<file path="src/rtl/uart_tx_arbiter_pkg.sv">
`default_nettype none
// +----------------------------------------------------------------------------+
// | uart_tx_arbiter_pkg : shared state encoding and defaults for the arbiter.  |
// | Rev 1.0                                                                    |
// +----------------------------------------------------------------------------+
package uart_tx_arbiter_pkg;

  localparam int c_DEFAULT_TIMEOUT = 64;

  typedef enum logic [1:0] {
    ST_IDLE  = 2'd0,
    ST_START = 2'd1,
    ST_SEND  = 2'd2
  } arb_state_t;

  // Index of the winner in a two-way one-hot grant.
  function automatic logic onehot2_to_idx(input logic [1:0] grant);
    return grant[1];
  endfunction

endpackage
`default_nettype wire

</file>
<file path="src/rtl/uart_tx_arbiter_if.sv">
`default_nettype none
// +----------------------------------------------------------------------------+
// | uart_tx_arbiter_if : requester handshakes and UART transmit-side signals.  |
// | Rev 1.0                                                                    |
// +----------------------------------------------------------------------------+
interface uart_tx_arbiter_if;

  logic       req0_valid;
  logic [7:0] req0_data;
  logic       req0_ready;
  logic       req1_valid;
  logic [7:0] req1_data;
  logic       req1_ready;
  logic [7:0] txdata;
  logic       txbegin;
  logic       txbusy;
  logic       owner;
  logic       busy;
  logic       timeout;

  modport master (
    input  req0_valid, req0_data, req1_valid, req1_data, txbusy,
    output req0_ready, req1_ready, txdata, txbegin, owner, busy, timeout
  );

  modport slave (
    output req0_valid, req0_data, req1_valid, req1_data, txbusy,
    input  req0_ready, req1_ready, txdata, txbegin, owner, busy, timeout
  );

endinterface
`default_nettype wire

</file>
<file path="src/rtl/uart_tx_arbiter_rr_arbiter2.sv">
`default_nettype none
// +----------------------------------------------------------------------------+
// | rr_arbiter2 : two-way combinational grant; tie policy set by               |
// | UART_TX_ARB_ROUNDROBIN_EN (round-robin) or fixed priority to requester 0.  |
// | Rev 1.0                                                                    |
// +----------------------------------------------------------------------------+
module rr_arbiter2 (
  input  wire logic [1:0] valid,
  input  wire logic       enable,
  input  wire logic       last,
  output logic      [1:0] grant
);

  logic [1:0] w_req;

  assign w_req = enable ? valid : 2'b00;

`ifdef UART_TX_ARB_ROUNDROBIN_EN
  // On a tie the requester that did not win last time goes next.
  always_comb begin
    grant = w_req;
    if (&w_req) begin
      grant = last ? 2'b01 : 2'b10;
    end
  end
`else
  logic w_unused_last;

  assign w_unused_last = last;

  always_comb begin
    grant = w_req;
    if (&w_req) begin
      grant = 2'b01;
    end
  end
`endif

endmodule
`default_nettype wire

</file>
<file path="src/rtl/uart_tx_arbiter.sv">
`default_nettype none
// +----------------------------------------------------------------------------+
// | uart_tx_arbiter : shares one UART transmitter between two byte producers,  |
// | with a START timeout. Tie policy: UART_TX_ARB_ROUNDROBIN_EN (rr_arbiter2). |
// | Rev 1.0                                                                    |
// +----------------------------------------------------------------------------+
module uart_tx_arbiter
  import uart_tx_arbiter_pkg::*;
#(
  parameter int TIMEOUT = c_DEFAULT_TIMEOUT
) (
  input  wire logic         clk,
  input  wire logic         rst_n,
  uart_tx_arbiter_if.master bus
);

  localparam int                 c_CNT_W    = $clog2(TIMEOUT + 1);
  localparam logic [c_CNT_W-1:0] c_CNT_LAST = c_CNT_W'(TIMEOUT - 1);

  arb_state_t         r_state;
  logic [7:0]         r_txdata;
  logic               r_txbegin;
  logic               r_owner;
  logic               r_timeout;
  logic [c_CNT_W-1:0] r_cnt;

  logic               w_enable;
  logic [1:0]         w_grant;
  logic               w_grant_idx;
  logic [7:0]         w_grant_data;

  // Holding off while txbusy is high lets a frame started before a reset finish.
  assign w_enable = (r_state == ST_IDLE) && !bus.txbusy;

  rr_arbiter2 u_rr_arbiter2 (
    .valid  ({bus.req1_valid, bus.req0_valid}),
    .enable (w_enable),
    .last   (r_owner),
    .grant  (w_grant)
  );

  assign w_grant_idx  = onehot2_to_idx(w_grant);
  assign w_grant_data = w_grant_idx ? bus.req1_data : bus.req0_data;

  always_ff @(posedge clk or negedge rst_n) begin
    if (!rst_n) begin
      r_state   <= ST_IDLE;
      r_txdata  <= 8'h00;
      r_txbegin <= 1'b0;
      r_owner   <= 1'b1;
      r_timeout <= 1'b0;
      r_cnt     <= '0;
    end else begin
      r_timeout <= 1'b0;
      case (r_state)
        ST_IDLE: begin
          if (|w_grant) begin
            r_txdata  <= w_grant_data;
            r_owner   <= w_grant_idx;
            r_txbegin <= 1'b1;
            r_cnt     <= '0;
            r_state   <= ST_START;
          end
        end
        ST_START: begin
          // An acknowledge on the last allowed cycle still counts as accepted.
          if (bus.txbusy) begin
            r_txbegin <= 1'b0;
            r_state   <= ST_SEND;
          end else if (r_cnt == c_CNT_LAST) begin
            r_txbegin <= 1'b0;
            r_timeout <= 1'b1;
            r_state   <= ST_IDLE;
          end else begin
            r_cnt <= r_cnt + 1'b1;
          end
        end
        ST_SEND: begin
          if (!bus.txbusy) begin
            r_state <= ST_IDLE;
          end
        end
        default: begin
          r_txbegin <= 1'b0;
          r_state   <= ST_IDLE;
        end
      endcase
    end
  end

  assign bus.req0_ready = w_grant[0];
  assign bus.req1_ready = w_grant[1];
  assign bus.txdata     = r_txdata;
  assign bus.txbegin    = r_txbegin;
  assign bus.owner      = r_owner;
  assign bus.busy       = (r_state != ST_IDLE);
  assign bus.timeout    = r_timeout;

  a_ready_idle_only: assert property (@(posedge clk) disable iff (!rst_n)
    (bus.req0_ready || bus.req1_ready) |-> (r_state == ST_IDLE && !bus.txbusy));

  a_ready_onehot: assert property (@(posedge clk) disable iff (!rst_n)
    !(bus.req0_ready && bus.req1_ready));

  a_txbegin_in_start: assert property (@(posedge clk) disable iff (!rst_n)
    r_txbegin == (r_state == ST_START));

  a_cnt_bounded: assert property (@(posedge clk) disable iff (!rst_n)
    r_cnt <= c_CNT_LAST);

endmodule
`default_nettype wire
</file>
<file path="src/flat_wrapper.sv">
// flat-port wrapper written by rule: the top's interface ports become plain ports
module uart_tx_arbiter_flat import uart_tx_arbiter_pkg::*;
#(
  parameter int TIMEOUT = c_DEFAULT_TIMEOUT
)
  (clk, rst_n, bus_req0_valid, bus_req0_data, bus_req1_valid, bus_req1_data, bus_txbusy, bus_req0_ready, bus_req1_ready, bus_txdata, bus_txbegin, bus_owner, bus_busy, bus_timeout);
  uart_tx_arbiter_if bus_i ();
  input  wire logic clk;
  input  wire logic rst_n;
  input wire logic [$bits(bus_i.req0_valid)-1:0] bus_req0_valid;
  input wire logic [$bits(bus_i.req0_data)-1:0] bus_req0_data;
  input wire logic [$bits(bus_i.req1_valid)-1:0] bus_req1_valid;
  input wire logic [$bits(bus_i.req1_data)-1:0] bus_req1_data;
  input wire logic [$bits(bus_i.txbusy)-1:0] bus_txbusy;
  output wire logic [$bits(bus_i.req0_ready)-1:0] bus_req0_ready;
  output wire logic [$bits(bus_i.req1_ready)-1:0] bus_req1_ready;
  output wire logic [$bits(bus_i.txdata)-1:0] bus_txdata;
  output wire logic [$bits(bus_i.txbegin)-1:0] bus_txbegin;
  output wire logic [$bits(bus_i.owner)-1:0] bus_owner;
  output wire logic [$bits(bus_i.busy)-1:0] bus_busy;
  output wire logic [$bits(bus_i.timeout)-1:0] bus_timeout;
  assign bus_i.req0_valid = bus_req0_valid;
  assign bus_i.req0_data = bus_req0_data;
  assign bus_i.req1_valid = bus_req1_valid;
  assign bus_i.req1_data = bus_req1_data;
  assign bus_i.txbusy = bus_txbusy;
  assign bus_req0_ready = bus_i.req0_ready;
  assign bus_req1_ready = bus_i.req1_ready;
  assign bus_txdata = bus_i.txdata;
  assign bus_txbegin = bus_i.txbegin;
  assign bus_owner = bus_i.owner;
  assign bus_busy = bus_i.busy;
  assign bus_timeout = bus_i.timeout;
  uart_tx_arbiter #(.TIMEOUT(TIMEOUT)) u_core (.clk(clk), .rst_n(rst_n), .bus(bus_i));
endmodule
</file>
<file path="config.mk">
export PLATFORM = sky130hd
export DESIGN_NAME = uart_tx_arbiter_flat
export DESIGN_NICKNAME = d
export VERILOG_FILES = /design/src/rtl/uart_tx_arbiter_pkg.sv /design/src/rtl/uart_tx_arbiter_if.sv /design/src/rtl/uart_tx_arbiter_rr_arbiter2.sv /design/src/rtl/uart_tx_arbiter.sv /design/src/flat_wrapper.sv
export SDC_FILE = /design/constraint.sdc
export NUM_CORES = 1
export LEC_CHECK = 0
export BUFFER_PORTS_ARGS = -buffer_cell sky130_fd_sc_hd__clkbuf_2
export CAP_MARGIN = 10
export CORE_AREA = 2 2 49 51
export CTS_CLUSTER_SIZE = 14
export DETAILED_ROUTE_END_ITERATION = 6
export DIE_AREA = 0 0 51 53
export PLACE_DENSITY = 0.78
export SYNTH_ARGS = -nofsm -noshare
export SYNTH_HDL_FRONTEND = slang
export SYNTH_SLANG_ARGS = --single-unit
</file>
<file path="constraint.sdc">
create_clock -name clk -period 1.67 [get_ports clk]
set_input_delay 0.167 -clock clk [delete_from_list [all_inputs] [get_ports clk]]
set_output_delay 0.167 -clock clk [all_outputs]
set_load 0.1 [all_outputs]
</file>
==> results of run 1 <==
-- worst register-to-register path, delay by kind of cell, from the launching register on --
family,cells,cell delay (ns)
adders and majority gates,1,0.21
DFF,1,0.41
and+or+nand+nor,3,0.63
muxes,1,0.19
-- where the power goes --
part | internal (mW) | total [mW] | switching (mW)
Clock | 0.243 | 0.397 | 0.154
Combinational | 0.140 | 0.754 | 0.614
Sequential | 0.576 | 0.647 | 0.0708
Total | 0.958 | 1.80 | 0.839
-- per-stage QoR --
| stage | power, mW | hold WS [ns] | instances | instance area [um^2] |
|---|---|---|---|---|
| finish | 1.80 | 0.119 | 168 | 1280 |
| detailed placement | 1.41 | 0.154 | 163 | 1200 |
| global placement | 1.39 | 0.157 | 163 | 1200 |
| global route | 1.88 | 0.144 | 168 | 1280 |
| floorplan | 1.25 | -0.129 | 102 | 968 |
| CTS | 1.80 | 0.121 | 168 | 1270 |
-- sequential cells by signal (all words and copies together), names as in the netlist --
name / flops
u_core.r_cnt: 7
u_core.r_state: 2
u_core.bus.txdata: 8
u_core.bus.owner: 1
u_core.bus.txbegin: 1
u_core.bus.timeout: 1
-- final timing paths --
kind                                                   from                               end  slack, ns  cells past startpoint
setup / recovery              u_core.r_state[1]$_DFFE_PN0P_                    bus_req0_ready       0.11                      3
hold / removal                               bus_req1_valid      u_core.bus.owner$_DFFE_PN1P_       0.12                      3
setup reg to reg                u_core.r_cnt[0]$_DFFE_PN0P_       u_core.r_cnt[5]$_DFFE_PN0P_       0.17                      5
hold reg to reg            u_core.bus.txdata[4]$_DFFE_PN0P_  u_core.bus.txdata[4]$_DFFE_PN0P_       0.49                      2
max in group asynchronous                             rst_n      u_core.bus.owner$_DFFE_PN1P_       0.99                      2
min in group asynchronous                             rst_n       u_core.r_cnt[5]$_DFFE_PN0P_       0.33                      2
-- logic make-up (layout without fill, tap and decap cells) --
family          after synthesis  in the layout
buf+inv                       4             42
mux                           2              2
compound gates               31             31
fa+ha+maj                     1              1
flops                        20             20
simple gates                 44             44
-- per-layer routing --
metal | share of wire (%) | vias up | track usage, % | wire length [um]
met5 | 0 | - | 0 | 0
met4 | 1.1 | 0 | 6.76 | 23
met3 | 6.0 | 2 | 5.08 | 126
met2 | 50 | 28 | 30.5 | 1050
met1 | 43 | 421 | 21.7 | 912
li1 | - | 440 | - | -
-- cell type report --
type                       count  area [um^2]
clock buffer                   3         22.5
clock inverter                 1         30.0
fill                         181          867
inverter                       1         3.75
multi-input combinational     78          460
sequential                    20          504
tap                           28         35.0
timing repair buffer          37          225
-- synthesized netlist by cell type (2+ instances only) --
cell	count	area, um^2
nand2b_1	3	18.8
nor2b_1	2	12.5
and2_1	2	12.5
nand2_1	16	60.1
nor2_1	8	30.0
nor3_1	2	10.0
clkbuf_1	2	7.51
a22oi_1	9	67.6
nand3_1	3	15.0
o21ai_0	8	40.0
dfrtp_1	19	475
o21ai_1	3	15.0
mux2i_1	2	20.0
a21oi_1	6	30.0
-- timing repair --
| item | 4_1_cts | 5_1_grt |
|---|---|---|
| gates resized for setup | 1 | 5 |
| endpoints found under the hold margin | 19 | 0 |
| setup endpoints to repair | 2 | 4 |
| pin swaps | 0 | 1 |
| hold buffers | 1 | 0 |
==> results.cfg, run 1 <==
[layout]
syn2layout_area_growth_pct = 32.6
finish.utilization_pct = 59.6
layout_common_cells = clkbuf_2, dfrtp_1, nand2_1, a22oi_1
antenna_cells = 0
layout.nets = 163
layout_commonest_cell = clkbuf_2
final_layout_size_suffix_gt1_share_pct = 35.0

[hold_path]
min_path_type = primary input to flip-flop

[pwr]
ir_drop_mv = 0.761
power_density_nw_per_um2 = 1400
power.leakage_nw = 0.624

[sta]
period_share_pct = 93.5
hold_viol_final = 0
setup_ws_ns = 0.109
tightest_slew_ns = 0.545
rsz0062_at_grt = false
layout_min_cycle_time_ns = 1.56
fmax_ghz = 0.640
drv_slew = 0
setup_violations = 0
fin_setup_tns_ns = 0
relSlewSlack_pct = 63.8
fin_skew_ns = 0.00153

[yosys]
synth-seq-area-share_pct = 51.9
synth_top_family_by_area = simple AND/OR/NAND/NOR gates
synth_edf_count = 0
synth_seq_cells = 20
synth_mux_area_share_pct = 2.07
synth_flop_cell = dfrtp_1
synthDistinctLibCells = 31
syn-num-nets = 124
synthAdderAreaFrac_pct = 1.30
synthSimpleGateAreaFrac_pct = 22.4
synthArstFlopShare_pct = 100
synth_compound_area_share_pct = 19.9
ys.warnings.count = 0
avgSynthCellArea_um2 = 9.47
syn_inst = 102
netlist_area_um2 = 966
synth_xor_xnor_area_share_pct = 0

[worst_setup_path]
start_kind = flip-flop
crit_fanout = 8
critPathSlowestCell = dfrtp_2
cp.arrival_ns = 1.39
cp_top_family = flip-flops
crit_type = flip-flop to output pin
worstPathRequired_ns = 1.50
slowest_delay_ns = 0.48
critical_path.cell_chain = nor3_4 -> and2_2 -> buf_12
crit_buf_inv = 1
critPathCaptureType = output pin

[place]
routabilityCongestion = 0.823
hpwl_um = 1590
portBuffers = 34
pre_cts_ws_ns = 0.149

[clock_network]
htree_levels = 1
cts.root.buffer_cell = clkbuf_4
tritoncts = yes
path_clk_slew_ns = 0.11
cts.sinks = 20
clock_path_buffers = 2
insertion_delay_ns = 0.30
post_cts_buffers = 0
cts_made_buffers = 3

[floorplanning]
core_area_um2 = 2150
ios = 35
fp-row-count = 17
die_w_um = 51
initial_core_util_pct = 45.0
die_h_um = 53
dieArea_um2 = 2700

[detailed_routing]
ant_nets = 0
first_pass_iters = 4
route.detailed.drc = 0
num_vias = 891
via_per_inst = 5.30
drt-initial-drc-count = 13
wl_um = 2110
wl_per_cell_um = 12.6

[global_routing]
antenna_found_initial = 0
grt-ovfl-total = 0
grt_pass1_vias = 829
grt_usage_pct = 18.0
grt_max_degree = 21
grt_pass1_wl_um = 3570

[run]
maxCapViolations = 0

[status]
outcome = finished, final reports clean
(Power assumes the default switching activity.)
==> run 2, diff against run 1 <==
--- a/config.mk
+++ b/config.mk
@@ -7,11 +7,12 @@
 export LEC_CHECK = 0
 export BUFFER_PORTS_ARGS = -buffer_cell sky130_fd_sc_hd__clkbuf_2
 export CAP_MARGIN = 10
-export CORE_AREA = 2 2 49 51
+export CORE_AREA = 2 2 53 55
+export CTS_CLUSTER_DIAMETER = 40
 export CTS_CLUSTER_SIZE = 14
 export DETAILED_ROUTE_END_ITERATION = 6
-export DIE_AREA = 0 0 51 53
-export PLACE_DENSITY = 0.78
+export DIE_AREA = 0 0 55 57
+export PLACE_DENSITY = 0.69
 export SYNTH_ARGS = -nofsm -noshare
 export SYNTH_HDL_FRONTEND = slang
 export SYNTH_SLANG_ARGS = --single-unit
==> results.cfg, run 2 (synthesis results as in run 1) <==
[sta]
relSlewSlack_pct = 63.7
fin_setup_tns_ns = 0
hold_slack_ns = 0.134
layout_min_cycle_time_ns = 1.63
hold_viol_final = 0
tightest_slew_ns = 0.546
setup_violations = 0
fin_skew_ns = 0.00575
period_share_pct = 97.5
fmax_ghz = 0.614
drv_slew = 0
rsz0062_at_grt = false

[clock_network]
cts.root.buffer_cell = clkbuf_4
clock_path_buffers = 2
cts_made_buffers = 3
insertion_delay_ns = 0.30
tritoncts = yes
path_clk_slew_ns = 0.11
htree_levels = 1
cts.sinks = 20

[detailed_routing]
drt-initial-drc-count = 13
wl_um = 2120
route.detailed.drc = 0
via_per_inst = 5.21
first_pass_iters = 4
wl_per_cell_um = 12.3
num_vias = 901
ant_nets = 0

[floorplanning]
core_area_um2 = 2620
dieArea_um2 = 3140
initial_core_util_pct = 36.9
die_w_um = 55
die_h_um = 57
ios = 35
fp-row-count = 19

[layout]
final_layout_size_suffix_gt1_share_pct = 33.1
finish.utilization_pct = 48.5
fillers = 270
layout_common_cells = clkbuf_2, dfrtp_1, nand2_1, a22oi_1
layout_commonest_cell = clkbuf_2
layout.nets = 165
syn2layout_area_growth_pct = 31.3
antenna_cells = 0
largest_reg_flops = 8

[global_routing]
grt_max_degree = 21
grt_use_met1_pct = 20.5
antenna_found_initial = 0
grt_pass1_vias = 866
top_usage_layer = met2
grt_usage_pct = 16.0
grt-ovfl-total = 0
gr-usage-met2_pct = 26.4
grt_pass1_wl_um = 3720
grt_util_met3_pct = 2.88

[place]
hpwl_um = 1670
portBuffers = 34
routabilityCongestion = 0.796

[worst_setup_path]
slowest_delay_ns = 0.42
cp.arrival_ns = 1.46
start_kind = flip-flop
critPathCaptureType = output pin
crit_type = flip-flop to output pin
worst_r2r_path_depth = 5
cp_top_family = buffers and inverters
worstPathRequired_ns = 1.50
crit_buf_inv = 2
critical_path.cell_chain = buf_4 -> or2_2 -> clkbuf_4
crit_fanout = 8
critPathSlowestCell = dfrtp_1
cp.depth = 3

[pwr]
power_density_nw_per_um2 = 1300
power.leakage_nw = 0.622
ir_drop_mv = 0.741

[status]
outcome = finished, final reports clean

[hold_path]
hold_depth = 3
min_path_type = primary input to flip-flop

[run]
maxCapViolations = 0
==> run 2: cell type report <==
type | instances | area [um^2] | area share (%)
well taps | 31 | 38.8 | 3.06
inverters | 1 | 3.75 | 0.296
repair buffers | 39 | 243 | 19.1
clock buffers | 4 | 26.3 | 2.07
multi-input cells | 78 | 455 | 35.9
flip-flops and latches | 20 | 502 | 39.5
==> run 2: power breakdown <==
| group | leakage, nW | total [mW] | switching (mW) | internal, mW |
|---|---|---|---|---|
| combinational | 0.352 | 0.765 | 0.618 | 0.146 |
| sequential | 0.255 | 0.643 | 0.0684 | 0.575 |
| clock | 0.0150 | 0.242 | 0.149 | 0.0932 |
==> run 2: final timing paths <==
kind	start	endpoint	slack (ns)
min in group asynchronous	rst_n	u_core.r_cnt[4]$_DFFE_PN0P_	0.35
hold reg to reg	u_core.bus.txdata[0]$_DFFE_PN0P_	u_core.bus.txdata[0]$_DFFE_PN0P_	0.49
hold / removal	bus_req1_valid	u_core.bus.owner$_DFFE_PN1P_	0.13
max in group asynchronous	rst_n	u_core.bus.owner$_DFFE_PN1P_	0.96
setup reg to reg	u_core.r_cnt[0]$_DFFE_PN0P_	u_core.r_cnt[5]$_DFFE_PN0P_	0.15
setup / recovery	u_core.r_state[0]$_DFFE_PN0P_	bus_busy	0.04
==> run 2: per-layer routing <==
layer | part of all wire (%) | vias to the layer above
met5 | 0 | -
met1 | 42 | 418
met3 | 7.4 | 2
li1 | - | 445
met4 | 0.33 | 0
met2 | 50 | 36
==> run 2: tightest hold or removal path: cells and delay by family <==
kind,cells,cell delay (ns)
AOI/OAI and AO/OA,1,0.12
buffers and inverters,1,0.10
and+or+nand+nor,1,0.06
==> run 2: per-stage QoR <==
step                      total power [mW]  instance area (um^2)  cells  setup WS, ns
after CTS                             1.66                  1260    173        0.0440
after global routing                  1.72                  1270    173       0.00379
after global placement                1.40                  1220    168         0.222
final                                 1.65                  1270    173        0.0415
after floorplan                       1.25                   968    102         0.201
after detailed placement              1.41                  1220    168         0.175
==> run 2: repair_timing <==
action	CTS	global route
hold buffers	1	0
endpoints found under the hold margin	19	0
setup buffers	0	0
resized for setup	2	1
setup endpoints to repair	3	2
pin swaps	0	0
